===== src/rtl/half_fixed_layer_sequencer_if.sv =====
// Bundle between the layer sequencer, the scheduler, the matrix-dot-vector engine
// and its weight / input / output memories.
interface half_fixed_layer_sequencer_if #(
    parameter int BITS   = 16,
    parameter int WIDTH  = 40,
    parameter int HEIGHT = 10,
    parameter int MULTS  = 2
);
    localparam int NW   = HEIGHT * WIDTH / MULTS;
    localparam int NX   = WIDTH / MULTS;
    localparam int WA_W = (NW > 1) ? $clog2(NW) : 1;
    localparam int XA_W = (NX > 1) ? $clog2(NX) : 1;
    localparam int YA_W = (HEIGHT > 1) ? $clog2(HEIGHT) : 1;

    logic                    start;
    logic                    reload_weights;
    logic                    busy;
    logic                    done;
    logic                    error;
    logic                    w_rd_en;
    logic [WA_W-1:0]         w_addr;
    logic [MULTS*BITS-1:0]   w_data;
    logic                    x_rd_en;
    logic [XA_W-1:0]         x_addr;
    logic [MULTS*BITS-1:0]   x_data;
    logic                    load_matrix;
    logic [MULTS*BITS-1:0]   matrix_a_in;
    logic                    in_valid;
    logic [MULTS*BITS-1:0]   vector_b;
    logic                    out_valid;
    logic [BITS-1:0]         c;
    logic                    y_we;
    logic [YA_W-1:0]         y_addr;
    logic [BITS-1:0]         y_data;

    modport master (
        input  start, reload_weights, w_data, x_data, out_valid, c,
        output busy, done, error, w_rd_en, w_addr, x_rd_en, x_addr,
               load_matrix, matrix_a_in, in_valid, vector_b, y_we, y_addr, y_data
    );

    modport slave (
        output start, reload_weights, w_data, x_data, out_valid, c,
        input  busy, done, error, w_rd_en, w_addr, x_rd_en, x_addr,
               load_matrix, matrix_a_in, in_valid, vector_b, y_we, y_addr, y_data
    );
endinterface


===== src/rtl/half_fixed_layer_sequencer.sv =====
// Sequences one fully-connected layer: optional weight load, vector load, then
// collects HEIGHT serial engine results into the output buffer with a timeout.
module half_fixed_layer_sequencer #(
    parameter int BITS    = 16,
    parameter int WIDTH   = 40,
    parameter int HEIGHT  = 10,
    parameter int MULTS   = 2,
    parameter int TIMEOUT = 255
) (
    input  logic                          clk,
    input  logic                          rst,
    half_fixed_layer_sequencer_if.master  bus
);
    localparam int NW   = HEIGHT * WIDTH / MULTS;
    localparam int NX   = WIDTH / MULTS;
    localparam int WA_W = (NW > 1) ? $clog2(NW) : 1;
    localparam int XA_W = (NX > 1) ? $clog2(NX) : 1;
    localparam int YA_W = (HEIGHT > 1) ? $clog2(HEIGHT) : 1;
    localparam int RC_W = $clog2(HEIGHT + 1);
    localparam int TC_W = $clog2(TIMEOUT + 1);

    typedef enum logic [2:0] {IDLE, LOAD_W, LOAD_X, WAIT_Y, FINISH} state_t;

    state_t          state;
    logic [RC_W-1:0] res_cnt;
    logic [TC_W-1:0] tmo_cnt;
    logic            err_flag;

    // Memory read data arrives in the cycle the delayed strobe is high, so it
    // is forwarded straight to the engine.
    assign bus.matrix_a_in = bus.w_data;
    assign bus.vector_b    = bus.x_data;

    // NOTE: every register below is updated with <= so all reads in this block
    // see the previous-cycle values, regardless of statement order.
    always_ff @(posedge clk or posedge rst) begin
        if (rst) begin
            state           <= IDLE;
            res_cnt         <= '0;
            tmo_cnt         <= '0;
            err_flag        <= 1'b0;
            bus.busy        <= 1'b0;
            bus.done        <= 1'b0;
            bus.error       <= 1'b0;
            bus.w_rd_en     <= 1'b0;
            bus.w_addr      <= '0;
            bus.x_rd_en     <= 1'b0;
            bus.x_addr      <= '0;
            bus.load_matrix <= 1'b0;
            bus.in_valid    <= 1'b0;
            bus.y_we        <= 1'b0;
            bus.y_addr      <= '0;
            bus.y_data      <= '0;
        end else begin
            bus.load_matrix <= bus.w_rd_en;
            bus.in_valid    <= bus.x_rd_en;
            bus.done        <= 1'b0;
            bus.error       <= 1'b0;
            bus.y_we        <= 1'b0;

            case (state)
                IDLE: begin
                    if (bus.start) begin
                        bus.busy <= 1'b1;
                        if (bus.reload_weights) begin
                            state       <= LOAD_W;
                            bus.w_rd_en <= 1'b1;
                            bus.w_addr  <= '0;
                        end else begin
                            state       <= LOAD_X;
                            bus.x_rd_en <= 1'b1;
                            bus.x_addr  <= '0;
                        end
                    end
                end

                LOAD_W: begin
                    if (bus.w_addr == WA_W'(NW - 1)) begin
                        state       <= LOAD_X;
                        bus.w_rd_en <= 1'b0;
                        bus.w_addr  <= '0;
                        bus.x_rd_en <= 1'b1;
                        bus.x_addr  <= '0;
                    end else begin
                        bus.w_addr <= bus.w_addr + 1'b1;
                    end
                end

                LOAD_X: begin
                    if (bus.x_addr == XA_W'(NX - 1)) begin
                        state       <= WAIT_Y;
                        bus.x_rd_en <= 1'b0;
                        bus.x_addr  <= '0;
                        res_cnt     <= '0;
                        tmo_cnt     <= '0;
                        err_flag    <= 1'b0;
                    end else begin
                        bus.x_addr <= bus.x_addr + 1'b1;
                    end
                end

                WAIT_Y: begin
                    tmo_cnt <= tmo_cnt + 1'b1;
                    // A capture on the final timeout cycle still counts.
                    if (bus.out_valid) begin
                        bus.y_we   <= 1'b1;
                        bus.y_addr <= YA_W'(res_cnt);
                        bus.y_data <= bus.c;
                        res_cnt    <= res_cnt + 1'b1;
                    end
                    if (bus.out_valid && res_cnt == RC_W'(HEIGHT - 1)) begin
                        state    <= FINISH;
                        err_flag <= 1'b0;
                    end else if (tmo_cnt == TC_W'(TIMEOUT - 1)) begin
                        state    <= FINISH;
                        err_flag <= 1'b1;
                    end
                end

                FINISH: begin
                    state     <= IDLE;
                    bus.busy  <= 1'b0;
                    bus.done  <= 1'b1;
                    bus.error <= err_flag;
                end

                default: state <= IDLE;
            endcase
        end
    end
endmodule

===== src/flat_wrapper.sv =====
// flat-port wrapper written by rule: the top's interface ports become plain ports
module half_fixed_layer_sequencer_flat 
#(
    parameter int BITS    = 16,
    parameter int WIDTH   = 40,
    parameter int HEIGHT  = 10,
    parameter int MULTS   = 2,
    parameter int TIMEOUT = 255
)
  (clk, rst, bus_start, bus_reload_weights, bus_w_data, bus_x_data, bus_out_valid, bus_c, bus_busy, bus_done, bus_error, bus_w_rd_en, bus_w_addr, bus_x_rd_en, bus_x_addr, bus_load_matrix, bus_matrix_a_in, bus_in_valid, bus_vector_b, bus_y_we, bus_y_addr, bus_y_data);
  half_fixed_layer_sequencer_if #(.BITS(BITS), .WIDTH(WIDTH), .HEIGHT(HEIGHT), .MULTS(MULTS)) bus_i ();
  input  logic clk;
  input  logic rst;
  input wire logic [$bits(bus_i.start)-1:0] bus_start;
  input wire logic [$bits(bus_i.reload_weights)-1:0] bus_reload_weights;
  input wire logic [$bits(bus_i.w_data)-1:0] bus_w_data;
  input wire logic [$bits(bus_i.x_data)-1:0] bus_x_data;
  input wire logic [$bits(bus_i.out_valid)-1:0] bus_out_valid;
  input wire logic [$bits(bus_i.c)-1:0] bus_c;
  output wire logic [$bits(bus_i.busy)-1:0] bus_busy;
  output wire logic [$bits(bus_i.done)-1:0] bus_done;
  output wire logic [$bits(bus_i.error)-1:0] bus_error;
  output wire logic [$bits(bus_i.w_rd_en)-1:0] bus_w_rd_en;
  output wire logic [$bits(bus_i.w_addr)-1:0] bus_w_addr;
  output wire logic [$bits(bus_i.x_rd_en)-1:0] bus_x_rd_en;
  output wire logic [$bits(bus_i.x_addr)-1:0] bus_x_addr;
  output wire logic [$bits(bus_i.load_matrix)-1:0] bus_load_matrix;
  output wire logic [$bits(bus_i.matrix_a_in)-1:0] bus_matrix_a_in;
  output wire logic [$bits(bus_i.in_valid)-1:0] bus_in_valid;
  output wire logic [$bits(bus_i.vector_b)-1:0] bus_vector_b;
  output wire logic [$bits(bus_i.y_we)-1:0] bus_y_we;
  output wire logic [$bits(bus_i.y_addr)-1:0] bus_y_addr;
  output wire logic [$bits(bus_i.y_data)-1:0] bus_y_data;
  assign bus_i.start = bus_start;
  assign bus_i.reload_weights = bus_reload_weights;
  assign bus_i.w_data = bus_w_data;
  assign bus_i.x_data = bus_x_data;
  assign bus_i.out_valid = bus_out_valid;
  assign bus_i.c = bus_c;
  assign bus_busy = bus_i.busy;
  assign bus_done = bus_i.done;
  assign bus_error = bus_i.error;
  assign bus_w_rd_en = bus_i.w_rd_en;
  assign bus_w_addr = bus_i.w_addr;
  assign bus_x_rd_en = bus_i.x_rd_en;
  assign bus_x_addr = bus_i.x_addr;
  assign bus_load_matrix = bus_i.load_matrix;
  assign bus_matrix_a_in = bus_i.matrix_a_in;
  assign bus_in_valid = bus_i.in_valid;
  assign bus_vector_b = bus_i.vector_b;
  assign bus_y_we = bus_i.y_we;
  assign bus_y_addr = bus_i.y_addr;
  assign bus_y_data = bus_i.y_data;
  half_fixed_layer_sequencer #(.BITS(BITS), .WIDTH(WIDTH), .HEIGHT(HEIGHT), .MULTS(MULTS), .TIMEOUT(TIMEOUT)) u_core (.clk(clk), .rst(rst), .bus(bus_i));
endmodule

===== config.mk =====
export PLATFORM = sky130hd
export DESIGN_NAME = half_fixed_layer_sequencer_flat
export DESIGN_NICKNAME = d
export VERILOG_FILES = /design/src/rtl/half_fixed_layer_sequencer_if.sv /design/src/rtl/half_fixed_layer_sequencer.sv /design/src/flat_wrapper.sv
export SDC_FILE = /design/constraint.sdc
export NUM_CORES = 1
export LEC_CHECK = 0
export CELL_PAD_IN_SITES_DETAIL_PLACEMENT = 1
export CELL_PAD_IN_SITES_GLOBAL_PLACEMENT = 1
export CORE_MARGIN = 5
export CORE_UTILIZATION = 29
export CTS_CLUSTER_SIZE = 8
export DETAILED_ROUTE_END_ITERATION = 8
export GPL_TIMING_DRIVEN = 0
export HOLD_SLACK_MARGIN = 0.03
export PLACE_DENSITY = 0.89
export SYNTH_ARGS = -nofsm -noshare
export SYNTH_HDL_FRONTEND = slang
export SYNTH_SLANG_ARGS = --single-unit

===== constraint.sdc =====
create_clock -name clk -period 2.6 [get_ports clk]
set_input_delay 0.26 -clock clk [delete_from_list [all_inputs] [get_ports clk]]
set_output_delay 0.26 -clock clk [all_outputs]
set_load 0.02 [all_outputs]

# After elaboration in Yosys (flattened, before gate mapping)
# Index checks and enable logic that the tools add are counted.
word_totals:
  regBits: 57
  latchBits: 0
  mem_bits_rw: 0
  rom_bits: 0
  in_bits: 85
  wordCells: 90
  n_memories: 0
op_classes:
  addsub: 4
  n_mul: 0
  div: 0
  magnitude_cmp: 0
  n_eq_ne: 15
  n_shift: 0
  mux: 39
  bitwise_logic: 0
  n_reduce_logical: 16
ops:
  columns: ["cell", "count"]
  rows:
  - ["8-bit 2-to-1 mux", 4]
  - ["8-bit one-hot mux with 2 select lines", 2]
  - ["5-bit 2-to-1 mux", 4]
  - ["8-bit by 1-bit adder with 8-bit output, second input constant", 2]
  - ["8-bit equality test, second input constant", 2]
  - ["3-bit 2-to-1 mux", 5]
  - ["5-bit one-hot mux with 3 select lines", 1]
  - ["1-bit 2-to-1 mux", 14]
  - ["3-bit one-hot mux with 4 select lines", 1]
  - ["4-bit AND reduction", 3]
  - ["3-bit AND reduction", 3]
  - ["4-bit 2-to-1 mux", 2]
  - ["2-bit != test, second input constant", 4]
  - ["4-bit one-hot mux with 2 select lines", 1]
  - ["3-bit by 2-bit equality test with 1-bit output, second input constant", 2]
  - ["1-bit one-hot mux with 2 select lines", 3]
  - ["2-bit AND reduction", 3]
  - ["2-bit nonzero test", 3]
  - ["5-bit by 1-bit adder with 5-bit output, second input constant", 1]
  - ["5-bit equality test, second input constant", 1]
  - ["5-bit AND reduction", 1]
  - ["4-bit by 1-bit adder with 4-bit output, second input constant", 1]
  - ["4-bit equality test, second input constant", 1]
  - ["2-bit by 1-bit != test with 1-bit output, second input constant", 2]
  - ["other kinds (8)", 8]

# Longest topological paths before layout
logic_depth:
  word_depth: 4
  mapped_depth: 6

# Least setup slack after synthesis
# No wires, ideal clock.
synth_path:
  path_kind: "flip-flop to flip-flop"
  from: "reg u_core.bus.x_addr[0]"
  to: "reg u_core.state[0]"
  setup_ns: 0.128
  t_arrival_ns: 1.641
  required_ns: 2.472
  path_slack_ns: 0.831
  stages_incl_launch_ff: 6
  n_path_buf: 0
  cell_sequence: "dfrtp_1 > ha_1 > and4bb_2 > nand2b_2 > nand4b_1 > mux2_1"
synth_via:
  elab_chain_len: 3
synth_lines:
  columns: ["element", "line_no", "rtl"]
  rows:
  - ["start: declaration", "half_fixed_layer_sequencer_if.sv:38", "output busy, done, error, w_rd_en, w_addr, x_rd_en, x_addr,"]
  - ["start signal: assignment", "half_fixed_layer_sequencer.sv:98", "bus.x_addr <= bus.x_addr + 1'b1;"]
  - ["5-bit equality test", "half_fixed_layer_sequencer.sv:90", "if (bus.x_addr == XA_W'(NX - 1)) begin"]
  - ["2-bit by 1-bit != test with 1-bit output (no line)", null, null]
  - ["4-bit AND reduction (no line)", null, null]
  - ["end signal: assignment", "half_fixed_layer_sequencer.sv:91", "state <= WAIT_Y;"]
  - ["end signal: assignment", "half_fixed_layer_sequencer.sv:112", "state <= FINISH;"]
  - ["end signal: assignment", "half_fixed_layer_sequencer.sv:115", "state <= FINISH;"]
  - ["end: declaration", "half_fixed_layer_sequencer.sv:24", "state_t state;"]
# No other way between the ends.
# A chain may end at the register's enable or synchronous reset.

# Worst setup path in the final report
layout_path:
  from: "reg u_core.state[2]"
  to: "reg u_core.state[0]"
layout_via:
  elab_chain_len: 3
layout_lines:
  columns: ["element", "line_no", "rtl"]
  rows:
  - ["start signal: assignment", "half_fixed_layer_sequencer.sv:38", "state <= IDLE;"]
  - ["start signal: assignment", "half_fixed_layer_sequencer.sv:66", "state <= LOAD_W;"]
  - ["start signal: assignment", "half_fixed_layer_sequencer.sv:70", "state <= LOAD_X;"]
  - ["3-bit by 2-bit equality test with 1-bit output, or another cell as far along", "half_fixed_layer_sequencer.sv:61", "case (state)"]
  - ["3-bit by 1-bit != test with 1-bit output (no line), or another cell as far along", null, null]
  - ["4-bit AND reduction (no line)", null, null]
# Several ways; a longest one is shown, not always the timed one.

==> summary.md <==
| Metric | Value |
|---|---|
| Post-Route WL | 8.969 mm |
| Most used DFF post-synth | dfrtp_1 |
| Slew headroom | 56.42% |
| Cell Area, Placed | 4536 µm² |
| Global-route wire length before repair | 14.17 mm |
| Worst R2R Setup Slack | 0.65 ns |
| Slew @ Worst Pin | 0.6509 ns |
| Clock latency on the worst-skew pair | 0.34 ns |
| Leading cell type in the layout, fill and taps excluded | clkdlybuf4s50_1 |
| Area Overhead vs Synth | 52.81% |
| Number of synthesis warnings | 0 |
| Die W | 113.3 µm |
| Fin. max-slew vios | 0 |
| Hold Violations, Final | 0 |
| Wire per inst | 15.85 µm |
| Post-route DRC violation count | 0 |
| PD cells | 979.9 nW/µm² |
| Gpl congestion | 0.7854 |
| Die Y | 113.3 µm |
| Die Area | 12840 µm² |
| Routed Antenna Nets | 0 |
| Post-Layout Cell Count | 566 |
| Seq/Total Area, Yosys | 46.10% |
| Clock sinks | 57 |
| Critical Path Sink Type | flip-flop |
| Commonest non-fill, non-tap cells in the layout | 125 x clkdlybuf4s50_1, 64 x buf_4, 57 x dfrtp_1, 20 x nor2_1, 18 x mux2_2 |
| Number of synthesized register bits | 57 |
| Vias in the first global route | 2946 |
| Starting Density | 29.84% |
| RR Endpoint | u_core.state[0] |
| WP data required | 2.83 ns |
| Critical-path maximum fanout | 10 |
| Fin crit period | 1.946 ns |
| Num CTS Buffers | 9 |
| Yosys cell types | 49 |
| Post-DP HPWL | 7.210 mm |
| Critical Path Source Type | flip-flop |
| Synthesized area | 3094 µm² |
| Post-route core utilization | 45.60% |
| GRT overflow | 0 |
| Leak pwr | 2.073 nW |
| Postcts setup bufs | 0 |
| Hold_ws | 0.2608 ns |
| Worst-path clk slew | 0.06 ns |
| Root Buffer Master | clkbuf_8 |
| Layout Skew | 0.004779 ns |
| Post-CTS Resized | 0 |
| H-tree depth | 3 |
| Hold Buf Count CTS | 0 |
| Outcome | completed |
| Max Freq | 513.8 MHz |
| Core area | 10370 µm² |
| Row count | 37 |
| Crit Reg-Reg Startpoint | u_core.state[2] |
| Fraction of layout cells with a size suffix above 1 | 26.28% |
| Nets | 516 |
| Final setup viols | 0 |
| Period utilization | 74.86% |
| Initial antenna violation count | 0 |
| R2R depth | 5 |
| Post-Layout Inst Area | 4728 µm² |
| Port buffer count | 125 |
| Maxcap violations | 0 |
| Antenna diodes | 0 |
| Worst EP arrival | 2.17 ns |
| Hold WC Path Type | in -> async |
| TritonCTS clock tree | yes |
| Gate Count Post-Synth | 288 |
| Initial detailed-routing violation count | 122 |
| Vias per Instance | 4.707 |
| Pre-antenna DRT Iters | 4 |
| WS Path Type | reg -> reg |
| Total Power | 4.633 mW |
| IO Pins | 190 |
| Via Count | 2664 |
| CTS max path bufs | 2 |
| Number of synthesized flops with an enable pin | 0 |
| Asr flop ratio synth | 100.0% |
| Worst ir drop on vdd | 0.0004278 V |
| Mean area per synthesized cell | 10.74 µm² |
| Pin count of the biggest net entering global routing | 38 |
| Dpl cells | 550 |
| Unrepaired setup endpoints after global routing | no |
| Gr usage total | 13.67% |
| Synth Net Count | 379 |
-- area by class of cell --
type	count	area, µm²
clock inverter	2	10.01
tap	136	170.2
multi-input combinational	153	1115
timing repair buffer	126	1271
clock buffer	14	182.7
fill	1164	5642
sequential	57	1426
inverter	5	18.77
buffer	73	534.3
-- through the flow --
stage | worst slack (ns) | TNS (ns)
detailed placement | 0.5847 | 0
global route | 0.5278 | 0
finish | 0.6535 | 0
global placement | -0.09777 | -5.401
floorplan | 0.8312 | 0
CTS | 0.6514 | 0
-- cell families (layout without fill, tap and decap cells) --
| kind of cell | after synthesis | in the layout | synth area share [%] |
|---|---|---|---|
| XOR/XNOR | 7 | 7 | 1.981 |
| flip-flops | 57 | 57 | 46.10 |
| adder cells (fa/ha/maj) | 6 | 6 | 2.426 |
| AO/OA/AOI/OAI | 40 | 40 | 8.452 |
| buffers and inverters | 78 | 220 | 17.87 |
| multiplexers | 23 | 23 | 8.289 |
| AND/OR/NAND/NOR | 77 | 77 | 14.88 |
-- cells in the mapped netlist, types with 2 or more instances --
library cell	number	area (µm²)
a21o_1	3	22.52
a21oi_1	5	25.02
a22o_1	6	52.55
a31oi_1	3	18.77
and2_1	2	12.51
and3_1	3	18.77
buf_2	4	20.02
buf_4	64	480.5
buf_6	2	22.52
clkbuf_1	3	11.26
dfrtp_1	57	1426
ha_1	6	75.07
inv_1	5	18.77
mux2_1	3	33.78
mux2_2	18	202.7
mux2i_1	2	20.02
nand2_1	13	48.80
nand3_1	9	45.04
nand4_1	7	43.79
nand4b_1	3	26.28
nor2_1	20	75.07
nor3b_1	2	15.01
nor4_1	2	12.51
o21ai_0	16	80.08
xnor2_1	5	43.79
xor2_1	2	17.52
-- sequential cells by signal (all words and copies together), names as in the netlist --
signal and flops:
u_core.res_cnt 4, u_core.bus.busy 1, u_core.tmo_cnt 8, u_core.bus.load_matrix 1, u_core.bus.y_we 1, u_core.bus.error 1, u_core.state 3, u_core.bus.done 1
u_core.err_flag 1, u_core.bus.w_addr 8, u_core.bus.y_addr 4, u_core.bus.x_addr 5, u_core.bus.y_data 16, u_core.bus.x_rd_en 1, u_core.bus.w_rd_en 1, u_core.bus.in_valid 1
-- how the worst max path moves through the flow --
stage                               startpoint                     to  slack, ns  cells after the start
after floorplan           u_core.bus.x_addr[0]        u_core.state[0]       0.83                      5
after global placement                     rst   u_core.bus.x_addr[1]       -0.1                      2
after detailed placement         bus_out_valid  u_core.bus.y_data[12]       0.58                      5
after CTS                      u_core.state[2]        u_core.state[0]       0.65                      5
after global routing           u_core.state[2]        u_core.state[0]       0.53                      5
final                          u_core.state[2]        u_core.state[0]       0.65                      5
-- critical path, stage by stage, from the launching register on --
cell	delay, ns
dfrtp_1	0.40
buf_6	0.15
nor3b_2	0.54
nand2b_2	0.22
nand4b_1	0.19
mux2_1	0.33
-- report_power, final --
part	internal, mW	switching (mW)	total [mW]
Combinational	1.13	1.19	2.32
Sequential	1.23	0.287	1.52
Clock	0.447	0.347	0.794
Total	2.81	1.82	4.63
-- per-layer routing --
metal | global-route usage, % | share of wire, % | up-vias | routed length (µm)
met5 | 0 | 0 | - | 0
met4 | 4.327 | 1.2 | 0 | 111
met3 | 4.813 | 11 | 12 | 978
met2 | 24.49 | 49 | 149 | 4398
met1 | 15.12 | 39 | 1290 | 3480
li1 | - | - | 1213 | -
(Power assumes the default switching activity.)
